File: src/rtl/uart_rx_os_if.sv
// Receive-side handshake bundle for uart_rx_os.
// master drives the byte and its status flags; slave returns rx_ready.
interface uart_rx_os_if #(
  parameter int DBIT = 8
);
  logic            rx_valid;
  logic            rx_ready;
  logic [DBIT-1:0] dout;
  logic            frame_err;
  logic            overrun;
  logic            parity_err;

  modport master (
    output rx_valid,
    output dout,
    output frame_err,
    output overrun,
    output parity_err,
    input  rx_ready
  );

  modport slave (
    input  rx_valid,
    input  dout,
    input  frame_err,
    input  overrun,
    input  parity_err,
    output rx_ready
  );
endinterface

File: src/rtl/uart_rx_os.sv
// Oversampling UART receiver driven by a OS x baud sample strobe.
// Optional even parity bit enabled by defining UART_RX_PARITY_EN.
module uart_rx_os #(
  parameter int DBIT    = 8,
  parameter int SB_TICK = 16,
  parameter int OS      = 16
) (
  input  logic          clk,
  input  logic          reset,
  input  logic          s_tick,
  input  logic          rx,
  uart_rx_os_if.master  bus
);

  localparam int SMAX = (OS > SB_TICK) ? OS : SB_TICK;
  localparam int SW   = $clog2(SMAX);
  localparam int NW   = $clog2(DBIT);

  localparam logic [SW-1:0] S_MID  = SW'(OS/2 - 1);
  localparam logic [SW-1:0] S_BIT  = SW'(OS - 1);
  localparam logic [SW-1:0] S_STOP = SW'(SB_TICK - 1);
  localparam logic [NW-1:0] N_LAST = NW'(DBIT - 1);

  typedef enum logic [2:0] {
    IDLE, START, DATA, PARITY, STOP
  } state_t;

  state_t          r_state, w_state_n;
  logic [SW-1:0]   r_s, w_s_n;
  logic [NW-1:0]   r_n, w_n_n;
  logic [DBIT-1:0] r_b, w_b_n;
  logic            r_sync1, r_sync2;
  logic            w_rx;
  logic            w_done;

  logic            r_valid;
  logic [DBIT-1:0] r_dout;
  logic            r_ferr;
  logic            r_ovr;

`ifdef UART_RX_PARITY_EN
  logic            r_par, w_par_n;
  logic            r_perr;
`endif

  assign w_rx = r_sync2;

  always_ff @(posedge clk or negedge reset) begin
    if (!reset) begin
      r_sync1 <= 1'b1;
      r_sync2 <= 1'b1;
    end else begin
      r_sync1 <= rx;
      r_sync2 <= r_sync1;
    end
  end

  always_ff @(posedge clk or negedge reset) begin
    if (!reset) begin
      r_state <= IDLE;
      r_s     <= '0;
      r_n     <= '0;
      r_b     <= '0;
`ifdef UART_RX_PARITY_EN
      r_par   <= 1'b0;
`endif
    end else begin
      r_state <= w_state_n;
      r_s     <= w_s_n;
      r_n     <= w_n_n;
      r_b     <= w_b_n;
`ifdef UART_RX_PARITY_EN
      r_par   <= w_par_n;
`endif
    end
  end

  always_comb begin
    w_state_n = r_state;
    w_s_n     = r_s;
    w_n_n     = r_n;
    w_b_n     = r_b;
    w_done    = 1'b0;
`ifdef UART_RX_PARITY_EN
    w_par_n   = r_par;
`endif
    unique case (r_state)
      IDLE: begin
        if (!w_rx) begin
          w_state_n = START;
          w_s_n     = '0;
        end
      end
      START: begin
        if (s_tick) begin
          if (r_s == S_MID) begin
            w_s_n = '0;
            if (!w_rx) begin
              w_state_n = DATA;
              w_n_n     = '0;
            end else begin
              w_state_n = IDLE;
            end
          end else begin
            w_s_n = r_s + 1'b1;
          end
        end
      end
      DATA: begin
        if (s_tick) begin
          if (r_s == S_BIT) begin
            w_s_n = '0;
            w_b_n = {w_rx, r_b[DBIT-1:1]};
            if (r_n == N_LAST) begin
`ifdef UART_RX_PARITY_EN
              w_state_n = PARITY;
`else
              w_state_n = STOP;
`endif
            end else begin
              w_n_n = r_n + 1'b1;
            end
          end else begin
            w_s_n = r_s + 1'b1;
          end
        end
      end
`ifdef UART_RX_PARITY_EN
      PARITY: begin
        if (s_tick) begin
          if (r_s == S_BIT) begin
            w_s_n     = '0;
            w_par_n   = w_rx;
            w_state_n = STOP;
          end else begin
            w_s_n = r_s + 1'b1;
          end
        end
      end
`endif
      STOP: begin
        if (s_tick) begin
          if (r_s == S_STOP) begin
            w_s_n     = '0;
            w_done    = 1'b1;
            w_state_n = IDLE;
          end else begin
            w_s_n = r_s + 1'b1;
          end
        end
      end
      default: w_state_n = IDLE;
    endcase
  end

  // A completing byte always wins over a same-cycle consume
  always_ff @(posedge clk or negedge reset) begin
    if (!reset) begin
      r_valid <= 1'b0;
      r_dout  <= '0;
      r_ferr  <= 1'b0;
      r_ovr   <= 1'b0;
`ifdef UART_RX_PARITY_EN
      r_perr  <= 1'b0;
`endif
    end else if (w_done) begin
      r_valid <= 1'b1;
      r_dout  <= r_b;
      r_ferr  <= ~w_rx;
`ifdef UART_RX_PARITY_EN
      r_perr  <= (^r_b) ^ r_par;
`endif
      if (r_valid && !bus.rx_ready) begin
        r_ovr <= 1'b1;
      end
    end else if (r_valid && bus.rx_ready) begin
      r_valid <= 1'b0;
    end
  end

  assign bus.rx_valid  = r_valid;
  assign bus.dout      = r_dout;
  assign bus.frame_err = r_ferr;
  assign bus.overrun   = r_ovr;
`ifdef UART_RX_PARITY_EN
  assign bus.parity_err = r_perr;
`else
  assign bus.parity_err = 1'b0;
`endif

endmodule
File: src/flat_wrapper.sv
// flat-port wrapper written by rule: the top's interface ports become plain ports
module uart_rx_os_flat 
#(
  parameter int DBIT    = 8,
  parameter int SB_TICK = 16,
  parameter int OS      = 16
)
  (clk, reset, s_tick, rx, bus_rx_valid, bus_dout, bus_frame_err, bus_overrun, bus_parity_err, bus_rx_ready);
  uart_rx_os_if #(.DBIT(DBIT)) bus_i ();
  input  logic clk;
  input  logic reset;
  input  logic s_tick;
  input  logic rx;
  output wire logic [$bits(bus_i.rx_valid)-1:0] bus_rx_valid;
  output wire logic [$bits(bus_i.dout)-1:0] bus_dout;
  output wire logic [$bits(bus_i.frame_err)-1:0] bus_frame_err;
  output wire logic [$bits(bus_i.overrun)-1:0] bus_overrun;
  output wire logic [$bits(bus_i.parity_err)-1:0] bus_parity_err;
  input wire logic [$bits(bus_i.rx_ready)-1:0] bus_rx_ready;
  assign bus_rx_valid = bus_i.rx_valid;
  assign bus_dout = bus_i.dout;
  assign bus_frame_err = bus_i.frame_err;
  assign bus_overrun = bus_i.overrun;
  assign bus_parity_err = bus_i.parity_err;
  assign bus_i.rx_ready = bus_rx_ready;
  uart_rx_os #(.DBIT(DBIT), .SB_TICK(SB_TICK), .OS(OS)) u_core (.clk(clk), .reset(reset), .s_tick(s_tick), .rx(rx), .bus(bus_i));
endmodule
File: config.mk
export PLATFORM = sky130hd
export DESIGN_NAME = uart_rx_os_flat
export DESIGN_NICKNAME = d
export VERILOG_FILES = /design/src/rtl/uart_rx_os_if.sv /design/src/rtl/uart_rx_os.sv /design/src/flat_wrapper.sv
export SDC_FILE = /design/constraint.sdc
export NUM_CORES = 1
export LEC_CHECK = 0
export ABC_AREA = 1
export ABC_CLOCK_PERIOD_IN_PS = 1350
export CAP_MARGIN = 20
export CORE_ASPECT_RATIO = 2
export CORE_MARGIN = 5
export CORE_UTILIZATION = 50
export CTS_BUF_LIST = sky130_fd_sc_hd__clkbuf_16
export CTS_CLUSTER_DIAMETER = 50
export CTS_CLUSTER_SIZE = 24
export DETAILED_ROUTE_END_ITERATION = 8
export GPL_TIMING_DRIVEN = 0
export PLACE_DENSITY = 0.75
export SETUP_SLACK_MARGIN = 0.1
export SYNTH_ARGS = -nofsm -noshare
export SYNTH_HDL_FRONTEND = slang
export SYNTH_SLANG_ARGS = --single-unit
File: constraint.sdc
create_clock -name clk -period 1.35 [get_ports clk]
set_input_delay 0.135 -clock clk [delete_from_list [all_inputs] [get_ports clk]]
set_output_delay 0.135 -clock clk [all_outputs]
set_load 0.02 [all_outputs]
==> summary.md <==
| Metric | Value |
|---|---|
| Status | `finished with violations` |
| Failing checks | `setup timing` |
| Residual DRC count | `0` |
| Non-Filler Instances | `271` |
| Initial DRC count | `a little under 60` |
| Area of the multi-input gates | `slightly above 900 um2` |
| Routed wire per std cell | `approximately 18 um` |
| GPL Wtd Cong | `0.851` |
| Die Span Y | `roughly 90 um` |
| Post-Syn Area per Cell | `just under 9 um2` |
| YS warnings | `0` |
| IR drop worst, VDD | `between 1 and 1.5 mV` |
| TritonCTS Sinks | `31` |
| Routed Antenna Nets | `0` |
| Min-delay worst type | `input port to register` |
| Fill cells | `between 150 and 200` |
| Net total in the final layout | `approximately 250` |
| Area leader, netlist | `dfrtp_1` |
| Num CTS Buffers | `5` |
| Cell with the most instances after synthesis | `nand2_1` |
| Slew @ Worst Pin | `between 700 and 800 ps` |
| ANT cells | `0` |
| Period utilization | `109%` |
| Seq/Total Area, Yosys | `around half` |
| Post-synth ARST share | `100%` |
| Synth top cells by count | `nand2_1, dfrtp_1, nand3_1` |
| Max Fclk | `just under 700 MHz` |
| Port bufs | `15` |
| Final WL | `roughly 5000 um` |
| Gr usage total | `21.7%` |
| Pleak | `1.27 nW` |
| Pre-antenna DRT Iters | `4` |
| Final setup margin | `-116 ps` |
| Global route total overflow | `0` |
| Setup total negative slack | `-1820 ps` |
| Cell variety after synth | `25` |
| Syn nets | `between 150 and 200` |
| Synth Register Bits | `31` |
| CP Data Required Time | `1550 ps` |
| Hold WS | `between 200 and 300 ps` |
| Number of flops mapped to enable cells by yosys | `0` |
| Crit. End Element | `register` |
| Unrepaired setup endpoints after global routing | `yes` |
| I/O pin count | `17` |
| Register Area | `about 800 um2` |
| Start point of the worst hold path | `rx` |
| Cells after synthesis | `about 190` |
| Final setup viols | `29` |
| Worst-skew pair later-pin latency | `~280 ps` |
| Floorplan core area | `between 0.003 and 0.004 mm2` |
| WP data arrival | `~1700 ps` |
| Largest net degree at the start of global routing | `20` |
| Die area | `roughly 0.0045 mm2` |
| Cells after DPL | `~230` |
| H-tree Lvls | `2` |
| Worst Setup SP | `u_core.r_s[1]` |
| Top cell type's share of synthesized area | `around 45%` |
| Rel. slew slack | `52.9%` |
| Die width | `roughly 50 um` |
| Min Tclk post-route | `roughly 1500 ps` |
| R2R Path Start | `u_core.r_s[1]` |
| Max-cap violations | `0` |
| Via count | `1,523` |
| Hpwl dp | `roughly 2600 um` |
| Share of cells above drive strength 1 | `45.0%` |
| Rows | `29` |
| Slew Limit Fails | `0` |
| Antenna violations before repair | `0` |
| Syn Std Cell Area | `0.00162 mm2` |
| Skew final | `between 4 and 5 ps` |
| Area Growth Syn to Fin | `51.7%` |
| PD cells | `around 1800 mW/mm2` |
| Synth Flop Type | `dfrtp_1` |
| CTS tree | `built` |
| Root Buffer Master | `clkbuf_16` |
| Setup Crit Path Kind | `register to register` |
| Vias per cell | `~5.6` |
| Initial Util | `around half` |
| First-pass GRT wire length | `7510 um` |
| Bufs on Longest Clock Path | `2` |
| Vias in the first global route | `~1,600` |
| Fin. Hold Viols | `0` |
| Clock transition at path regs | `roughly 50 ps` |
| Crit start category | `register` |
| Area contributors post-synth | `dfrtp_1, nand2_1, o21ai_2` |
| Hold Buf Count CTS | `0` |
| CP max FO | `5` |
-- power breakdown --
group / total [mW] / internal [mW] / leakage (nW) / switching [mW]
logic: 2.30 / 0.917 / 0.781 / 1.39
clock network: 1.06 / 0.665 / 0.0762 / 0.396
registers: 1.15 / 1.04 / 0.415 / 0.111
total: 4.51 / 2.62 / 1.27 / 1.89
-- layer usage --
metal / share of wire (%) / GRT usage, % / routed length (um)
met5: 0 / 0 / 0
met4: 3.0 / 10.1 / 148
met3: 4.2 / 4.96 / 207
met2: 58 / 38.6 / 2860
met1: 35 / 22.7 / 1730
-- logic make-up after synthesis --
kind of cell             after synthesis  share of synthesized area [%]
XOR/XNOR                               2                           1.08
AO/OA/AOI/OAI                         18                           8.97
AND/OR/NAND/NOR                      107                           32.3
buffers and inverters                 24                           6.96
flip-flops                            31                           48.1
other                                  1                          0.232
adder cells (fa/ha/maj)                3                           2.32
-- layout by cell type (no fill, tap or decap), types with 7 or more instances in the layout --
master	count
nor2_1	7
nand2_1	40
dlygate4sd2_1	11
nand3_1	15
nand2_2	17
dfrtp_1	28
buf_4	20
buf_6	9
o21ai_2	15
inv_1	18
nand2_4	10
-- through the flow --
stage,utilization (%),power [mW],worst slack [ps],instance area (um2)
detailed placement,59.3,2.63,-67.6,1870
CTS,72.4,4.08,-6.42,2280
floorplan,-,2.32,86.1,1650
global placement,58.4,2.55,-333,1840
finish,77.7,4.51,-116,2450
global route,77.7,4.72,-180,2450
-- what timing repair did --
item                                    CTS  global route
resized for setup                        42            22
pin swaps                                19            16
gates cloned                              2             1
buffers inserted                         19             8
endpoints found under the setup margin   40            29
-- state kept, by name, indices dropped and copies added, names as in the netlist --
signal	cells
u_core.bus.frame_err	1
u_core.bus.overrun	1
u_core.r_state	3
u_core.r_sync1	1
u_core.bus.rx_valid	1
u_core.r_n	3
u_core.r_s	4
u_core.r_sync2	1
u_core.r_b	8
u_core.bus.dout	8
-- final cells by class --
class	instances	area share (%)
Buffer	4	2.19
Inverter	20	3.26
Timing Repair Buffer	45	18.3
Multi-Input combinational cell	132	37.3
Clock buffer	5	5.10
Tap cell	31	1.58
Clock inverter	3	0.510
Sequential cell	31	31.8
-- critical path: stages (launching register included) --
cell and delay [ps]:
dfrtp_1 390, ha_4 180, nand3_4 100, nor2_4 250
nand2_4 150, buf_16 180, o21ai_2 130
-- final timing paths --
check	end	slack, ps	cells past startpoint
max in group asynchronous	u_core.r_sync2	460	2
setup reg to reg	u_core.bus.dout[1]	-120	6
min in group asynchronous	u_core.r_s[3]	280	1
setup / recovery	u_core.bus.dout[1]	-120	6
hold / removal	u_core.r_sync1	270	1
hold reg to reg	u_core.r_sync2	350	0
Note: power is estimated with default switching activity, not from simulation.
